==> config.mk <==
export PLATFORM = sky130hd
export DESIGN_NAME = flow_table_lookup
export DESIGN_NICKNAME = d
export VERILOG_FILES = /design/src/rtl/flow_table_lookup.sv
export SDC_FILE = /design/constraint.sdc
export NUM_CORES = 2
export LEC_CHECK = 0
export CAP_MARGIN = 20
export CORE_MARGIN = 2
export CORE_UTILIZATION = 45
export CTS_CLUSTER_DIAMETER = 30
export DETAILED_ROUTE_END_ITERATION = 8
export HOLD_SLACK_MARGIN = 0.05
export MAX_ROUTING_LAYER = met4
export PLACE_DENSITY = 0.65
export SLEW_MARGIN = 5
export SYNTH_ARGS = -nofsm -noshare
export SYNTH_HDL_FRONTEND = slang
export SYNTH_SLANG_ARGS = --single-unit
==> constraint.sdc <==
create_clock -name sys_clk -period 21.1 [get_ports sys_clk]
set_input_delay 3.165 -clock sys_clk [delete_from_list [all_inputs] [get_ports sys_clk]]
set_output_delay 3.165 -clock sys_clk [all_outputs]
set_load 0.01 [all_outputs]
==> src/rtl/flow_table_lookup.sv <==
`default_nettype none
// ============================================================================
// Module : flow_table_lookup
// Masked priority flow table, scanned one entry per cycle per lookup.
// Rev    : 1.0
// ============================================================================
module flow_table_lookup #(
   parameter int               NPORT     = 4,
   parameter int               NENTRY    = 8,
   parameter int               AW        = 3,
   parameter logic [NPORT-1:0] MISS_PORT = '0
) (
   input  logic              sys_clk,
   input  logic              sys_rst,
   input  logic              of_lookup_req,
   input  logic [115:0]      of_lookup_data,
   output logic              of_lookup_ack,
   output logic              of_lookup_err,
   output logic [NPORT-1:0]  of_lookup_fwd_port,
   output logic              busy,
   input  logic              cfg_wr_en,
   input  logic [AW-1:0]     cfg_addr,
   input  logic              cfg_valid,
   input  logic [115:0]      cfg_key,
   input  logic [115:0]      cfg_mask,
   input  logic [NPORT-1:0]  cfg_port,
   output logic [15:0]       stat_lookup_cnt,
   output logic [15:0]       stat_miss_cnt,
   output logic [15:0]       stat_drop_cnt
);

   localparam int            KW       = 116;
   localparam logic [AW-1:0] LAST_IDX = AW'(NENTRY - 1);
   localparam logic [AW-1:0] IDX_ONE  = AW'(1);

   typedef enum logic [0:0] {
      IDLE   = 1'b0,
      SEARCH = 1'b1
   } state_t;

   state_t                       state_q, state_d;
   logic [KW-1:0]                srch_key_q, srch_key_d;
   logic [AW-1:0]                idx_q, idx_d;
   logic                         ack_q, ack_d;
   logic                         err_q, err_d;
   logic [NPORT-1:0]             port_q, port_d;
   logic [15:0]                  lookup_cnt_q, lookup_cnt_d;
   logic [15:0]                  miss_cnt_q, miss_cnt_d;
   logic [15:0]                  drop_cnt_q, drop_cnt_d;

   logic [NENTRY-1:0]            hit_vec;
   logic [NENTRY-1:0][NPORT-1:0] ent_port_w;
   logic                         cur_hit;

   function automatic logic [15:0] sat_inc(input logic [15:0] v);
      return (v == 16'hFFFF) ? v : v + 16'd1;
   endfunction

   // Entry storage; only the valid bits need a reset value.
   generate
      for (genvar gi = 0; gi < NENTRY; gi++) begin : g_entry
         logic             ent_valid_q;
         logic [KW-1:0]    ent_key_q;
         logic [KW-1:0]    ent_mask_q;
         logic [NPORT-1:0] ent_port_q;
         logic             wr_sel;

         assign wr_sel = cfg_wr_en && (int'(cfg_addr) == gi);

         always_ff @(posedge sys_clk) begin
            if (sys_rst) begin
               ent_valid_q <= 1'b0;
            end else if (wr_sel) begin
               ent_valid_q <= cfg_valid;
            end
         end

         always_ff @(posedge sys_clk) begin
            if (wr_sel) begin
               ent_key_q  <= cfg_key;
               ent_mask_q <= cfg_mask;
               ent_port_q <= cfg_port;
            end
         end

         assign hit_vec[gi]    = ent_valid_q &&
                                 (((srch_key_q ^ ent_key_q) & ent_mask_q) == '0);
         assign ent_port_w[gi] = ent_port_q;
      end
   endgenerate

   assign cur_hit = hit_vec[idx_q];

   always_ff @(posedge sys_clk) begin
      if (sys_rst) begin
         state_q      <= IDLE;
         srch_key_q   <= '0;
         idx_q        <= '0;
         ack_q        <= 1'b0;
         err_q        <= 1'b0;
         port_q       <= '0;
         lookup_cnt_q <= '0;
         miss_cnt_q   <= '0;
         drop_cnt_q   <= '0;
      end else begin
         state_q      <= state_d;
         srch_key_q   <= srch_key_d;
         idx_q        <= idx_d;
         ack_q        <= ack_d;
         err_q        <= err_d;
         port_q       <= port_d;
         lookup_cnt_q <= lookup_cnt_d;
         miss_cnt_q   <= miss_cnt_d;
         drop_cnt_q   <= drop_cnt_d;
      end
   end

   always_comb begin
      state_d      = state_q;
      srch_key_d   = srch_key_q;
      idx_d        = idx_q;
      ack_d        = 1'b0;
      err_d        = err_q;
      port_d       = port_q;
      lookup_cnt_d = lookup_cnt_q;
      miss_cnt_d   = miss_cnt_q;
      drop_cnt_d   = drop_cnt_q;

      case (state_q)
         IDLE: begin
            if (of_lookup_req) begin
               srch_key_d   = of_lookup_data;
               idx_d        = '0;
               state_d      = SEARCH;
               lookup_cnt_d = sat_inc(lookup_cnt_q);
            end
         end
         SEARCH: begin
            if (of_lookup_req) begin
               drop_cnt_d = sat_inc(drop_cnt_q);
            end
            // Terminating on LAST_IDX keeps the scan inside the table for any NENTRY.
            if (cur_hit) begin
               ack_d   = 1'b1;
               err_d   = 1'b0;
               port_d  = ent_port_w[idx_q];
               state_d = IDLE;
            end else if (idx_q == LAST_IDX) begin
               ack_d      = 1'b1;
               err_d      = 1'b1;
               port_d     = MISS_PORT;
               miss_cnt_d = sat_inc(miss_cnt_q);
               state_d    = IDLE;
            end else begin
               idx_d = idx_q + IDX_ONE;
            end
         end
         default: begin
            state_d = IDLE;
         end
      endcase
   end

   assign of_lookup_ack      = ack_q;
   assign of_lookup_err      = err_q;
   assign of_lookup_fwd_port = port_q;
   assign busy               = (state_q == SEARCH);
   assign stat_lookup_cnt    = lookup_cnt_q;
   assign stat_miss_cnt      = miss_cnt_q;
   assign stat_drop_cnt      = drop_cnt_q;

endmodule
`default_nettype wire

==> run_results.csv <==
group,metric,value,unit
synthesis,synth_edf_count,1888,
sta,hold_violations,0,
layout,layoutNonFillerInstCount,7776,
clock_tree,cts.clk_slew.worst_paths,40,ps
floorplanning,die_h,418,µm
floorplanning,die_x,418,µm
power,p_comb_share,5.7,%
synthesis,synthesis.area,0.0772,mm²
sta,relSlewSlack,8.12,%
clock_tree,cts_buffers,408,
clock_tree,cts_root_buffer,"clkbuf_16",
clock_tree,cts_max_level,5,
synthesis,yosysTopAreaCell,"edfxtp_1",
power,p_int,9270,µW
clock_tree,holdBufCountCts,0,
place,dpl.hpwl,195000,µm
flow_run,cap_violations,0,
critical_path,max_stage_delay,920,ps
power,switching_power,2700,µW
worst_hold_path,hp-class,"register to register",
synthesis,synth_area_leaders,"edfxtp_1 (73%), xor2_1 (11%), dfxtp_1 (4.7%)",
grt,grt_pass1_vias,43500,
synthesis,ys_ff_latch,2070,
critical_path,crit_chain,"clkdlybuf4s50_1 > nand2b_1 > nor3_2 > buf_4 > buf_4 > buf_4",
synthesis,async_reset_ff_share,0,%
floorplanning,start_util,45.4,%
grt,grt_use_total,33.7,%
synthesis,synth-main-ff-cell,"edfxtp_1",
power,p_clk_share,54.9,%
clock_tree,clockBufferDepth,4,
detailed_routing,viasPerCell,6.04,
grt,antenna_found_initial,54,
power,power_density,122,mW/mm²
sta,fin_tns_setup,0,ps
clock_tree,cts_tree,"built",
synthesis,synthTopCellsByCount,"edfxtp_1 (1888), xor2_1 (941), a22oi_1 (446)",
clock_tree,clock_latency,980,ps
place,gp_congestion,0.999,
sta,clock.fmax,148,MHz
synthesis,ys_warn_count,0,
synthesis,synth_xor_area_share,10.8,%
synthesis,ys_types,47,
synthesis,avgSynthCellArea,17.3,µm²
place,port_buffers,414,
floorplanning,dieArea,0.175,mm²
grt,gr-total-overflow,0,
power,power.leakage,0.0355,µW
grt,grt_start_max_net_pins,179,
detailed_routing,first_iter_violations,8635,
place,placedInstanceArea,0.0842,mm²
critical_path,cp-start-kind,"input port",
clock_tree,cts_sinks,2070,
critical_path,critical_path_class,"input port to register",
power,p_sw_share,22.5,%
detailed_routing,drtPass1Iterations,6,
synthesis,synth_top_area_share,73.5,%
critical_path,crit_path_end_kind,"register",
layout,utilization,57.9,%
critical_path,crit_required,21620,ps
detailed_routing,wl,289000,µm
sta,slew_violations,0,
power,pwr-share-seq,39.4,%
detailed_routing,drtAntennaViolNets,0,
critical_path,worst_path_max_delay_cell,"buf_4",
synthesis,synthMuxAreaShare,0.524,%
sta,final-setup-viol-count,0,
layout,postLayoutCellArea,0.0983,mm²
synthesis,ys_seq_area_share,78.2,%
synthesis,syn_nets,4817,
floorplanning,core-area,0.170,mm²
synthesis,synth_top_family_by_area,"XOR/XNOR gates",
sta,rsz0062_at_grt,"false",
clock_tree,post_cts_resized,0,
layout,drive_gt1_share,14.5,%
synthesis,yosys.cell_count.top_type,"edfxtp_1",
detailed_routing,avgRoutedWirePerCell,37.1,µm
synthesis,synth_compound_area_share,5.71,%
sta,worst_pin_slew,1370,ps
detailed_routing,drc,0,
layout,final_nets,5577,
layout,syn_to_final_growth,27.4,%
power,power,12000,µW
synthesis,netlist_instances,4452,
outcome,status,"complete, no violations",
floorplanning,ioPinCount,415,
clock_tree,cts_setup_buffers,0,
sta,post-route-period-util,32.1,%
place,dp_cells,7020,
sta,period_needed,6780,ps
critical_path,arrival,7300,ps
detailed_routing,vias,47000,
synthesis,synth-simple-area-share,3.63,%
floorplanning,rows,151,
synthesis,synthAdderAreaFrac,0.0811,%
critical_path,cp_max_fo,70,
power,ir_worst_vdd,0.0000820,V
sta,finClkSkew,89.5,ps
grt,grt_pass1_wl,378000,µm
critical_path,cpMostUsedCell,"buf_4",
## routing by layer
metal	up-vias	share of wire, %	global-route usage (%)
li1	18600	-	-
met1	23800	35	43.1
met2	3872	45	49.1
met3	720	14	8.92
met4	0	6.4	18.6
met5	-	0	-
## registers in the layout, summed over array words and instances (netlist names)
signal,count
busy,1
of_lookup_fwd_port,4
srch_key_q,116
g_entry.ent_port_q,32
idx_q,3
stat_lookup_cnt,16
stat_miss_cnt,16
g_entry.ent_mask_q,928
g_entry.ent_key_q,928
of_lookup_err,1
of_lookup_ack,1
g_entry.ent_valid_q,8
stat_drop_cnt,16
## cell families after synthesis
logic type / Yosys count
AND/OR/NAND/NOR: 586
multiplexers: 27
XOR/XNOR: 950
adder cells (fa/ha/maj): 5
flip-flops: 2070
AO/OA/AOI/OAI: 635
buffers and inverters: 179
## worst paths after layout
path / start / end / slack (ps) / cells past startpoint
worst min register to register: srch_key_q[58] / srch_key_q[58] / 450 / 2
worst max-delay path: cfg_addr[2] / g_entry[0].ent_key_q[27] / 14320 / 6
worst max register to register: srch_key_q[101] / stat_miss_cnt[3] / 15620 / 9
worst min-delay path: srch_key_q[58] / srch_key_q[58] / 450 / 2
## layout make-up
cell class | instances | area (µm²)
Timing Repair Buffer | 518 | 5000
Clock buffer | 465 | 10700
Tap cell | 2218 | 2780
Antenna cell | 16 | 40.0
Inverter | 11 | 41.3
Fill cell | 12500 | 71500
Multi-Input combinational cell | 2203 | 16100
Clock inverter | 275 | 3350
Sequential cell | 2070 | 60300
## per-stage QoR
stage	hold WS, ps	setup slack, ps
finish	452	14320
global route	472	14230
CTS	454	14470
detailed placement	448	13540
global placement	444	13670
floorplan	454	398
## critical path: cells and delay by family
kind          cells  cell delay (ps)
simple gates      2              870
buf+inv           4             3000
## layout by cell type, fill, tap and decap left out, types with 5 or more instances in the layout
| cell | count |
|---|---|
| nor2_4 | 6 |
| a22oi_1 | 446 |
| nand2_1 | 278 |
| clkinv_1 | 48 |
| clkdlybuf4s50_1 | 412 |
| dfxtp_1 | 181 |
| inv_6 | 13 |
| mux2_4 | 5 |
| xor2_1 | 941 |
| clkinv_4 | 18 |
| nand2b_1 | 10 |
| mux4_2 | 8 |
| or3_1 | 9 |
| nor2_1 | 49 |
| clkinv_2 | 68 |
| bufinv_16 | 69 |
| nand4_1 | 123 |
| clkbuf_1 | 38 |
| clkbuf_8 | 14 |
| clkbuf_16 | 414 |
| clkinvlp_4 | 51 |
| xnor2_1 | 9 |
| a21oi_1 | 149 |
| ha_1 | 5 |
| a222oi_1 | 8 |
| edfxtp_1 | 1888 |
| mux2i_1 | 7 |
| nand3_1 | 35 |
| diode_2 | 16 |
| buf_4 | 97 |
| mux2_2 | 7 |
| o21ai_0 | 15 |
| nor4_1 | 20 |
| nor3_1 | 10 |
| nor2b_1 | 14 |
| inv_1 | 11 |
| and3_1 | 13 |
## power by group through the flow
stage               Clock, µW  Combinational (µW)  Sequential, µW
finish                   6570                 678            4720
global route             6790                 682            4720
CTS                      6580                 659            4720
detailed placement          0                 653            4790
global placement            0                 647            4780
floorplan                   0                 265            4770
Power figures use the tool's default switching activity.
